`config.mk`:
```
export PLATFORM = sky130hd
export DESIGN_NAME = structural_project
export DESIGN_NICKNAME = d
export VERILOG_FILES = /design/src/rtl/structural_project.sv
export SDC_FILE = /design/constraint.sdc
export NUM_CORES = 1
export LEC_CHECK = 0
export CELL_PAD_IN_SITES_DETAIL_PLACEMENT = 1
export CELL_PAD_IN_SITES_GLOBAL_PLACEMENT = 1
export CORE_AREA = 2 2 39 41
export DETAILED_ROUTE_END_ITERATION = 10
export DIE_AREA = 0 0 41 43
export PLACE_DENSITY = 0.42
export SYNTH_ARGS = -nofsm -noshare
export SYNTH_HDL_FRONTEND = slang
export SYNTH_SLANG_ARGS = --single-unit
```
`constraint.sdc`:
```
create_clock -name clk -period 0.8 [get_ports clk]
set_input_delay 0.16 -clock clk [delete_from_list [all_inputs] [get_ports clk]]
set_output_delay 0.16 -clock clk [all_outputs]
set_load 0.02 [all_outputs]
```
`src/rtl/structural_project.sv`:
```
`default_nettype none
// ============================================================================
//  Module   : structural_project
//  Purpose  : Gate-level decoder of a 4-bit code {a,b,c,d} into prime,
//             divisible-by-3 and odd-parity flags, registered on clk.
//  Revision : 1.0  initial release
// ============================================================================
module structural_project (
    input  logic clk,
    input  logic rst,
    input  logic a,
    input  logic b,
    input  logic c,
    input  logic d,
    output logic F1,
    output logic F2,
    output logic F3
);

    logic w_na;
    logic w_nb;
    logic w_nc;
    logic w_nd;

    not u_inv_a (w_na, a);
    not u_inv_b (w_nb, b);
    not u_inv_c (w_nc, c);
    not u_inv_d (w_nd, d);

    // Prime: a'b'c + a'bd + b'cd + bc'd, built as NAND-NAND
    logic w_p0_n;
    logic w_p1_n;
    logic w_p2_n;
    logic w_p3_n;
    logic w_f1;

    nand u_p0 (w_p0_n, w_na, w_nb, c);
    nand u_p1 (w_p1_n, w_na, b, d);
    nand u_p2 (w_p2_n, w_nb, c, d);
    nand u_p3 (w_p3_n, b, w_nc, d);
    nand u_f1 (w_f1, w_p0_n, w_p1_n, w_p2_n, w_p3_n);

    // Divisible by 3: sum of minterms 0, 3, 6, 9, 12, 15
    logic w_m0;
    logic w_m3;
    logic w_m6;
    logic w_m9;
    logic w_m12;
    logic w_m15;
    logic w_f2;

    and u_m0  (w_m0,  w_na, w_nb, w_nc, w_nd);
    and u_m3  (w_m3,  w_na, w_nb, c,    d);
    and u_m6  (w_m6,  w_na, b,    c,    w_nd);
    and u_m9  (w_m9,  a,    w_nb, w_nc, d);
    and u_m12 (w_m12, a,    b,    w_nc, w_nd);
    and u_m15 (w_m15, a,    b,    c,    d);
    or  u_f2  (w_f2, w_m0, w_m3, w_m6, w_m9, w_m12, w_m15);

    logic w_x_ab;
    logic w_x_cd;
    logic w_f3;

    xor u_x_ab (w_x_ab, a, b);
    xor u_x_cd (w_x_cd, c, d);
    xor u_f3   (w_f3, w_x_ab, w_x_cd);

    logic [2:0] r_flags;

    always_ff @(posedge clk or posedge rst) begin
        if (rst) begin
            r_flags <= 3'b000;
        end else begin
            r_flags <= {w_f1, w_f2, w_f3};
        end
    end

    assign F1 = r_flags[2];
    assign F2 = r_flags[1];
    assign F3 = r_flags[0];

endmodule
`default_nettype wire

```
* Word level (Yosys, flattened, before mapping)
Cells that the tools add are included.
** Word-level totals
- Register bits after elaboration :: 3
- Input port bits :: 6
- Logic and storage cells :: 25
** Operators by class
- Bitwise operators :: 12
- Reduce and logical (&&, ||, !) cells :: 12
** Operators with widths (number)
- AND reduction 4 bit :: 7
- AND reduction 3 bit :: 4
- inverter 1 bit :: 9
- OR reduction 6 bit :: 1
- XOR 1 bit :: 3

* Depth between registers and ports, before layout
- Depth in word-level cells :: 5
- Gate-level depth with buffers :: 4

* Worst setup path before layout
Ideal clock, no wire load.
- Path kind :: input -> register
- Start point :: in c
- End point :: reg r_flags[1]
- Data arrival time :: 0.637 ns
- Data required time :: 0.662 ns
- Setup slack :: 0.025 ns
- Stages :: 3
- Cells stage by stage :: ha_1 > o22ai_1 > o311ai_2
** Between the ends
- Word-level cells in the longest chain between the ends :: 3
** RTL lines
- from (decl) :: RTL line 13 : input logic c,
- inverter 1 bit :: RTL line 27 : not u_inv_c (w_nc, c);
- AND reduction 4 bit, on equally long branches :: RTL line 52, 55, 56
- OR reduction 6 bit * :: RTL line 58 : or u_f2 (w_f2, w_m0, w_m3, w_m6, w_m9, w_m12, w_m15);
- via w_f2 :: RTL line 50 : logic w_f2;
- to (signal assigned) :: RTL line 74 : r_flags <= {w_f1, w_f2, w_f3};
- to (decl) :: RTL line 68 : logic [2:0] r_flags;
Mark *: on every way through the listed nets, which the timed path passes. The rest lies on a longest branch.

* Worst setup path after layout
- Start point :: reg r_flags[1]
- End point :: out F2
** RTL lines
- to (decl) :: RTL line 16 : output logic F2,
No word-level cell between the ends.

==> results by group <==
Status
  – Status: finished with violations
  – Violated checks: setup timing

Route
  – First DRT Iteration DRCs: 0
  – Routed wire length per instance: 10.2 um
  – DRC: 0
  – Vias per cell: 3.79
  – Remaining antenna violation count: 0
  – TritonRoute pass-1 iters: 1
  – Via count: 201
  – Routed wire length: 538 um

Finish
  – Proportion of layout cells with a drive suffix above 1: 56.8%
  – Finished Layout Cells: 53
  – Area Growth Syn to Fin: 76.0%
  – Max reg flops: 3
  – # nets final: 48
  – Antenna Cells: 0
  – Most frequent cells in the layout: inv_1 (5), buf_4 (5), clkbuf_4 (3), buf_6 (3), dfrtp_1 (3)
  – FILL cells: 159
  – Largest regs: r_flags x3
  – Biggest register: r_flags

Setup path
  – Setup crit end kind: output port
  – CP top delay family: flip-flops
  – Worst setup SP type: flop
  – Bufs and invs on worst path: 1
  – Worst EP arrival: 0.72 ns
  – Largest stage delay, worst path: 0.36 ns
  – Worst-path fanout max: 1
  – Worst path cell trace: buf_6
  – Data required, critical path: 0.64 ns
  – Slowest-stage cell, CP: dfrtp_1
  – Setup CP Type: flop to output port

Floorplan
  – Die ar.: 1760 um2
  – Core area: 1380 um2
  – Num ports: 9
  – Initial core utilization: 15.8%
  – Cell row count: 14
  – Chip Width: 41 um
  – Die height: 43 um

CTS
  – H-tree level count: 1
  – Clock-pin slew on the worst setup and hold paths: 0.04 ns
  – Hold_buf cts: 0
  – CTS tree: yes
  – Total CTS buffers: 3
  – Root Driver: clkbuf_4
  – # clock sinks: 3
  – Max clock buf depth: 2
  – Postcts setup bufs: 0

Timing
  – # setup viols final: 3
  – Relative slew slack: 85.4%
  – FMAX: 1140 MHz
  – Slew @ Worst Pin: 0.218 ns
  – Tcrit/Tclk final: 110%
  – RSZ-0062 raised after global routing: true
  – Tmin final: 0.880 ns
  – Worst setup margin: -0.0804 ns
  – Final hold slack: 0.108 ns
  – Final hold viol count: 0
  – Final slew viol count: 0

Global routing
  – Largest net degree at the start of global routing: 4
  – Global-route wire length before repair: 883 um
  – Via count of the first global-routing pass: 240
  – Grt ovf: 0
  – Initial antenna violation count: 0
  – GRT Util Overall: 7.65%

Power and ir drop
  – Design Power: 0.628 mW
  – Peak VDD IR: 0.000422 V
  – PwrDens: 1630 nW/um2
  – Static Leakage: 0.203 nW

Synthesis
  – Post-synthesis instance area: 219 um2
  – Syn_area_per_cell: 10.9 um2
  – Register area share after synthesis: 34.3%
  – Cells after synthesis: 20
  – Distinct cells, synth: 11
  – #FFs+latches synth: 3
  – Synthesized Nets: 30
  – Yosys warns: 0

Min path
  – HP Class: input port to asynchronous set/reset pin

Placed design
  – Placed cells: 49
  – DP HPWL: 436 um
  – GPL Wtd Cong: 0.619
  – I/O Buffers: 8

Flow run
  – Max cap viols: 0
## timing repair
item                                    CTS  global route
endpoints found under the setup margin    6             5
pin swaps                                 1             2
resized for setup                        31             5
## cell usage after synthesis
| master | instances | share of area, % |
|---|---|---|
| xor2_1 | 1 | 4.0 |
| nor2_1 | 1 | 1.7 |
| ha_1 | 4 | 23 |
| nand2b_1 | 1 | 2.9 |
| o22ai_1 | 1 | 2.9 |
| dfrtp_1 | 3 | 34 |
| o311ai_2 | 1 | 7.4 |
| inv_1 | 5 | 8.6 |
| a21boi_1 | 1 | 3.4 |
| nand4bb_1 | 1 | 5.1 |
| a2bb2oi_2 | 1 | 6.9 |
## area by class of cell
type	count	area [um2]	area share, %
flip-flops and latches	3	75.1	19.5
inverters	5	18.8	4.87
clock buffers	4	26.3	6.82
multi-input cells	12	144	37.3
well taps	16	20.0	5.19
repair buffers	13	101	26.3
## metal layers
| layer | wire length [um] | vias to the layer above | track usage, % |
|---|---|---|---|
| met2 | 329 | 4 | 13.4 |
| li1 | - | 100 | - |
| met3 | 9 | 0 | 1.57 |
| met4 | 0 | 0 | 4.00 |
| met5 | 0 | - | 0 |
| met1 | 199 | 97 | 7.77 |
## cell families (layout without fill, tap and decap cells)
kind of cell | count (synthesis) | count (layout) | share of synthesized area (%)
xor gates and xnor gates | 1 | 1 | 4.00
and+or+nand+nor | 3 | 3 | 9.71
AOI/OAI and AO/OA | 4 | 4 | 20.6
adders and majority gates | 4 | 4 | 22.9
DFF | 3 | 3 | 34.3
buffers and inverters | 5 | 22 | 8.57
## through the flow
stage	area, um2	setup slack (ns)	setup TNS [ns]	utilization [%]
after floorplan	219	0.0247	0	-
after global placement	357	-0.583	-2.28	25.8
after detailed placement	357	-0.606	-2.33	25.8
after CTS	405	-0.0933	-0.276	29.3
after global routing	385	-0.108	-0.303	27.8
final	385	-0.0804	-0.238	27.8
## how the worst max path moves through the flow
stage / startpoint / end / slack (ns) / cells after the start
finish: r_flags[1]$_DFF_PP0_ / F2 / -0.08 / 1
global route: r_flags[1]$_DFF_PP0_ / F2 / -0.11 / 1
CTS: r_flags[1]$_DFF_PP0_ / F2 / -0.09 / 1
detailed placement: c / r_flags[1]$_DFF_PP0_ / -0.61 / 5
global placement: c / r_flags[1]$_DFF_PP0_ / -0.58 / 5
floorplan: c / r_flags[1]$_DFF_PP0_ / 0.02 / 3
## report_power, final
group | leakage (nW) | internal (mW) | switching (mW)
logic | 0.152 | 0.102 | 0.0844
registers | 0.0360 | 0.173 | 0.00876
clock network | 0.0150 | 0.187 | 0.0742
total | 0.203 | 0.461 | 0.167
No activity file was read; power rests on OpenSTA's default activity.
